[config.mk]
export PLATFORM = sky130hd
export DESIGN_NAME = muldiv_seq
export DESIGN_NICKNAME = d
export VERILOG_FILES = /design/src/rtl/muldiv_pkg.sv /design/src/rtl/muldiv_step.sv /design/src/rtl/muldiv_seq.sv
export SDC_FILE = /design/constraint.sdc
export NUM_CORES = 1
export LEC_CHECK = 0
export ABC_AREA = 1
export CAP_MARGIN = 15
export CORE_MARGIN = 3
export CORE_UTILIZATION = 53
export DETAILED_ROUTE_END_ITERATION = 8
export GPL_ROUTABILITY_DRIVEN = 1
export HOLD_SLACK_MARGIN = 0.06
export PLACE_DENSITY = 0.84
export SETUP_SLACK_MARGIN = 0.3
export SYNTH_ARGS = -nofsm -noshare
export SYNTH_HDL_FRONTEND = slang
export SYNTH_SLANG_ARGS = --single-unit
[constraint.sdc]
create_clock -name clk -period 2.7 [get_ports clk]
set_input_delay 0.27 -clock clk [delete_from_list [all_inputs] [get_ports clk]]
set_output_delay 0.27 -clock clk [all_outputs]
set_load 0.02 [all_outputs]
[src/rtl/muldiv_pkg.sv]
// Shared definitions for the sequential multiply/divide unit: op codes,
// FSM states, iteration count and small op-decode helpers.
package muldiv_pkg;

  localparam int ITER  = 32;
  localparam int CNT_W = 5;
  localparam logic [CNT_W-1:0] LAST_ITER = CNT_W'(ITER - 1);

  typedef enum logic [1:0] {
    OP_MULTU = 2'b00,
    OP_MULT  = 2'b01,
    OP_DIVU  = 2'b10,
    OP_DIV   = 2'b11
  } op_e;

  typedef enum logic [1:0] {
    S_IDLE = 2'b00,
    S_RUN  = 2'b01,
    S_FIX  = 2'b10
  } state_e;

  function automatic logic opIsDiv(input op_e opSel);
    return (opSel == OP_DIVU) || (opSel == OP_DIV);
  endfunction

  function automatic logic opIsSigned(input op_e opSel);
    return (opSel == OP_MULT) || (opSel == OP_DIV);
  endfunction

endpackage

[src/rtl/muldiv_step.sv]
// One iteration of the datapath: shift-add multiply step or restoring
// divide step on the 64-bit accumulator {upper, lower}.
module muldiv_step
  import muldiv_pkg::*;
(
  input  logic        isDiv_i,
  input  logic [63:0] acc_i,
  input  logic [31:0] operand_i,
  output logic [63:0] acc_o
);

  logic [32:0] addSum;
  logic [32:0] remCand;
  logic [32:0] diff;

  // Divide: diff[32] is the borrow, since a partial remainder stays below
  // twice the divisor and a non-negative difference always fits in 32 bits.
  always_comb begin
    addSum  = {1'b0, acc_i[63:32]} + (acc_i[0] ? {1'b0, operand_i} : 33'd0);
    remCand = {acc_i[63:32], acc_i[31]};
    diff    = remCand - {1'b0, operand_i};
    acc_o   = {addSum, acc_i[31:1]};
    if (isDiv_i) begin
      if (!diff[32]) begin
        acc_o = {diff[31:0], acc_i[30:0], 1'b1};
      end else begin
        acc_o = {remCand[31:0], acc_i[30:0], 1'b0};
      end
    end
  end

endmodule

[src/rtl/muldiv_seq.sv]
// Sequential 32-bit MULT/MULTU/DIV/DIVU unit with HI/LO registers,
// fixed 34-cycle latency and MTHI/MTLO write ports.
module muldiv_seq
  import muldiv_pkg::*;
(
  input  logic        clk,
  input  logic        rst,
  input  logic        start,
  input  logic [1:0]  op,
  input  logic [31:0] a,
  input  logic [31:0] b,
  input  logic        wr_hi,
  input  logic        wr_lo,
  input  logic [31:0] wdata,
  output logic        busy,
  output logic        done,
  output logic        div_by_zero,
  output logic [31:0] hi,
  output logic [31:0] lo
);

  state_e           state_q, state_d;
  logic [CNT_W-1:0] cnt_q, cnt_d;
  logic [63:0]      acc_q, acc_d;
  logic [31:0]      opnd_q, opnd_d;
  logic             isDiv_q, isDiv_d;
  logic             negRes_q, negRes_d;
  logic             negRem_q, negRem_d;
  logic             divZero_q, divZero_d;
  logic [31:0]      hi_q, hi_d;
  logic [31:0]      lo_q, lo_d;
  logic             done_q, done_d;
  logic             dbz_q, dbz_d;

  op_e         opSel;
  logic        aNeg, bNeg;
  logic [31:0] aMag, bMag;
  logic [63:0] stepAcc;
  logic [63:0] prodFix;
  logic [31:0] quotFix, remFix;

  muldiv_step u_step (
    .isDiv_i   (isDiv_q),
    .acc_i     (acc_q),
    .operand_i (opnd_q),
    .acc_o     (stepAcc)
  );

  always_comb begin
    opSel = op_e'(op);
    aNeg  = opIsSigned(opSel) & a[31];
    bNeg  = opIsSigned(opSel) & b[31];
    aMag  = aNeg ? (~a + 32'd1) : a;
    bMag  = bNeg ? (~b + 32'd1) : b;
  end

  always_comb begin
    prodFix = negRes_q ? (~acc_q + 64'd1) : acc_q;
    quotFix = negRes_q ? (~acc_q[31:0] + 32'd1) : acc_q[31:0];
    remFix  = negRem_q ? (~acc_q[63:32] + 32'd1) : acc_q[63:32];
  end

  // Next-state and register updates; MTHI/MTLO only land in IDLE without start.
  always_comb begin
    state_d   = state_q;
    cnt_d     = cnt_q;
    acc_d     = acc_q;
    opnd_d    = opnd_q;
    isDiv_d   = isDiv_q;
    negRes_d  = negRes_q;
    negRem_d  = negRem_q;
    divZero_d = divZero_q;
    hi_d      = hi_q;
    lo_d      = lo_q;
    done_d    = 1'b0;
    dbz_d     = 1'b0;
    case (state_q)
      S_IDLE: begin
        if (start) begin
          state_d   = S_RUN;
          cnt_d     = '0;
          acc_d     = {32'd0, aMag};
          opnd_d    = bMag;
          isDiv_d   = opIsDiv(opSel);
          negRes_d  = aNeg ^ bNeg;
          negRem_d  = aNeg;
          divZero_d = opIsDiv(opSel) && (b == 32'd0);
        end else begin
          if (wr_hi) hi_d = wdata;
          if (wr_lo) lo_d = wdata;
        end
      end
      S_RUN: begin
        acc_d = stepAcc;
        cnt_d = cnt_q + CNT_W'(1);
        if (cnt_q == LAST_ITER) state_d = S_FIX;
      end
      S_FIX: begin
        state_d = S_IDLE;
        cnt_d   = '0;
        done_d  = 1'b1;
        dbz_d   = divZero_q;
        if (isDiv_q) begin
          hi_d = remFix;
          lo_d = divZero_q ? 32'hFFFF_FFFF : quotFix;
        end else begin
          hi_d = prodFix[63:32];
          lo_d = prodFix[31:0];
        end
      end
      default: state_d = S_IDLE;
    endcase
  end

  always_ff @(posedge clk) begin
    if (rst) begin
      state_q   <= S_IDLE;
      cnt_q     <= '0;
      acc_q     <= '0;
      opnd_q    <= '0;
      isDiv_q   <= 1'b0;
      negRes_q  <= 1'b0;
      negRem_q  <= 1'b0;
      divZero_q <= 1'b0;
      hi_q      <= '0;
      lo_q      <= '0;
      done_q    <= 1'b0;
      dbz_q     <= 1'b0;
    end else begin
      state_q   <= state_d;
      cnt_q     <= cnt_d;
      acc_q     <= acc_d;
      opnd_q    <= opnd_d;
      isDiv_q   <= isDiv_d;
      negRes_q  <= negRes_d;
      negRem_q  <= negRem_d;
      divZero_q <= divZero_d;
      hi_q      <= hi_d;
      lo_q      <= lo_d;
      done_q    <= done_d;
      dbz_q     <= dbz_d;
    end
  end

  assign busy        = (state_q != S_IDLE);
  assign done        = done_q;
  assign div_by_zero = dbz_q;
  assign hi          = hi_q;
  assign lo          = lo_q;

endmodule

==> results.tsv <==
stage	metric	value	unit
layout	P&R area growth vs syn	31.1	%
route	WL/cell	21.9	um
layout	commonest cells after routing, fill and taps aside	nand2_1, inv_1, o21ai_0, a21oi_1, nor2_1	
clocking	clock latency on the worst-skew pair	0.47	ns
global_routing	largest net degree at the start of global routing	93	
synthesis	synthesized net count	3107	
global_routing	overall global routing resource usage	0.424	
synthesis	Avg Cell Area, Syn	5.69	um^2
worst_setup_path	Setup crit start	acc_q[31]$_SDFFE_PP0P_	
worst_setup_path	CP bufs+invs	4	
synthesis	register area share after synthesis	0.208	
clocking	CTS tree	built	
synthesis	yosys warns	0	
layout	post-route cell area	21900	um^2
layout	post-route insts no fill	3537	
pwr	Power Total	9.56	mW
sta	relative slew slack	0.410	
sta	Worst Slack Setup Final	0.114	ns
layout	# diodes	0	
pwr	peak supply drop	0.000424	V
layout	nets	3303	
layout	Fill cells	2631	
route	Via Count	21900	
clocking	number of H-tree levels	4	
global_routing	global-route wire length before repair	110000	um
pwr	P_leak	9.81	nW
run_status	status	finished with violations	
global_routing	initial antenna violation count	5	
placed_design	placed inst area	19200	um^2
worst_setup_path	worst reg2reg startpoint	acc_q[31]$_SDFFE_PP0P_	
worst_setup_path	worst-path cell chain	inv_2, ha_4, fa_2, inv_2, nand2_2, nand2_2, nand3_2, nand2_2, nand2_2, nand2_2, nand2_4, nand3_4, buf_12, nand2_8, clkbuf_16, o21ai_2, nand2_1, nand2_1, a21oi_1	
synthesis	Yosys reg bits	173	
sta	crit share post-route	0.958	
synthesis	cell area after synthesis	16700	um^2
placed_design	Detail Placement HPWL	57300	um
layout	final core utilization	0.709	
sta	hold slack final	0.199	ns
floorplanning	Chip Height	183	um
synthesis	Synth cell types	56	
pwr	PwrDens	437	nW/um^2
layout	most common cell after layout, fill and taps aside	nand2_1	
worst_hold_path	hold path depth	2	
global_routing	total grt overflow	0	
synthesis	Mapped Cells	2932	
worst_setup_path	crit-path leading delay family	simple AND/OR/NAND/NOR gates	
sta	Final Max Slew Viols	0	
global_routing	vias in the first global route	18900	
worst_setup_path	Critical Path AT	2.93	ns
placed_design	port buffer count	169	
clocking	Clk pin slew, worst setup/hold paths	0.08	ns
sta	skew final	0.0152	ns
sta	Final min period	2.59	ns
worst_setup_path	CP max stage delay	0.34	ns
sta	Final setup viols	0	
route	1st-iter DRT viols	3305	
route	Detail Route Antenna Nets	0	
worst_setup_path	critical path class	reg2reg	
worst_setup_path	Worst EP required	3.04	ns
layout	multi-input logic area	12900	um^2
layout	register area	3560	um^2
floorplanning	num rows	64	
route	DR vias/cell	6.18	
floorplanning	io pins	170	
run	max cap viols	0	
worst_setup_path	most numerous cell on the critical path	nand2_2	
worst_hold_path	Hold WC Path Type	in2reg	
clocking	clock sink total	173	
clocking	CTS Buffer Depth	2	
route	DRC viols	9	
worst_setup_path	CP Capture Type	register	
placed_design	total placed cells including tap cells	3482	
sta	Setup TNS	0	ns
sta	final hold vios	0	
worst_setup_path	Levels on crit path	19	
synthesis	Post-synth ARST share	0	
synthesis	number of synthesized flops with an enable pin	0	
floorplanning	Die Span X	183	um
placed_design	pre-CTS setup slack	-0.186	ns
route	Post-Route WL	77400	um
clocking	CTS buffer count	17	
clocking	post-cts hold buffer count	0	
placed_design	routability congestion estimate	1.07	
worst_setup_path	Crit Path Max Fanout	5	
layout	layout cells sized above 1	0.181	
worst_hold_path	Worst Hold Launch	rst	
sta	worst slew pin tran	0.885	ns
run_status	failing checks	DRC	
floorplanning	die area	33600	um^2
floorplanning	Starting Density	0.541	
floorplanning	area of the core	30800	um^2
sta	Fmax	0.387	GHz
worst_setup_path	Worst R2R Path Depth	19	
route	Pre-antenna DRT Iters	9	
clocking	Root Driver	clkbuf_16	
worst_setup_path	Slowest-stage cell, CP	dfxtp_2	
synthesis	Synth Flop Type	dfxtp_1	
worst_setup_path	Worst Setup Start Kind	register	
sta	unrepaired setup endpoints after global routing	yes	
-- state kept, by name (all words and copies together) (netlist names) --
| signal | count |
|---|---|
| state_q | 2 |
| negRem_q | 1 |
| acc_q | 64 |
| opnd_q | 32 |
| negRes_q | 1 |
| cnt_q | 5 |
| lo | 32 |
| div_by_zero | 1 |
| divZero_q | 1 |
| isDiv_q | 1 |
| hi | 32 |
| done | 1 |
-- cells in the mapped netlist, types with 7 or more instances --
cell        n  area share
o31ai_1     7      0.0032
a31oi_1    44       0.017
clkbuf_1   82       0.018
nand3_2    10      0.0060
a21oi_1   250       0.075
a21o_1      7      0.0032
nor2_1    231       0.052
or2_2       9      0.0034
inv_1     416       0.094
o211ai_1   19      0.0086
nand3b_1   13      0.0059
nand2_1   788        0.18
ha_1       70       0.053
inv_2       8      0.0018
buf_2      10      0.0030
nand4_1    41       0.015
nand2_2    21      0.0079
nand3_1   227       0.068
o21bai_1   13      0.0059
o21ai_0   297       0.089
xnor2_1    17      0.0089
buf_1      14      0.0032
o21ai_1    13      0.0039
nor3_1     50       0.015
dfxtp_1   173        0.21
xor2_1     36       0.019
-- path summary, 6_finish.rpt --
kind	slack [ns]	end
worst max-delay path	0.11	acc_q[48]$_SDFFE_PP0P_
worst min-delay path	0.20	negRes_q$_SDFFE_PP0P_
worst max register to register	0.11	acc_q[48]$_SDFFE_PP0P_
worst min register to register	0.47	cnt_q[3]$_SDFFE_PP0P_
-- routing by layer --
metal / routed length (um) / up-vias / GRT usage / share of wire
met3: 11100 / 418 / 0.136 / 0.14
met1: 28500 / 9843 / 0.544 / 0.37
met2: 31500 / 1590 / 0.619 / 0.41
met4: 6330 / 8 / 0.256 / 0.082
met5: 52 / - / 0 / 0.00067
li1: - / 9992 / - / -
-- kinds of logic (layout without fill, tap and decap cells) --
logic type / count (synthesis) / after routing / share of synthesized area
buffers and inverters: 540 / 748 / 0.126
AOI/OAI and AO/OA: 673 / 673 / 0.217
xor gates and xnor gates: 53 / 53 / 0.0278
and+or+nand+nor: 1421 / 1422 / 0.367
adders and majority gates: 72 / 72 / 0.0549
DFF: 173 / 173 / 0.208
-- power by group --
group	internal, mW	leakage, nW	total [mW]	switching [mW]
clock network	1.23	0.259	2.47	1.24
registers	2.73	1.44	2.97	0.241
logic	1.48	8.11	4.12	2.64
-- repair_timing --
item	CTS	global route
cloned	0	8
setup endpoints to repair	50	73
buffers inserted	4	11
resized for setup	47	419
pin swaps	10	86
-- layout make-up --
| cell class | instances | share of cell area |
|---|---|---|
| clock inverters | 12 | 0.00492 |
| well taps | 396 | 0.0227 |
| multi-input cells | 2220 | 0.588 |
| inverters | 429 | 0.0744 |
| flip-flops and latches | 173 | 0.163 |
| repair buffers | 287 | 0.127 |
| clock buffers | 20 | 0.0204 |
No activity file was read; power rests on OpenSTA's default activity.
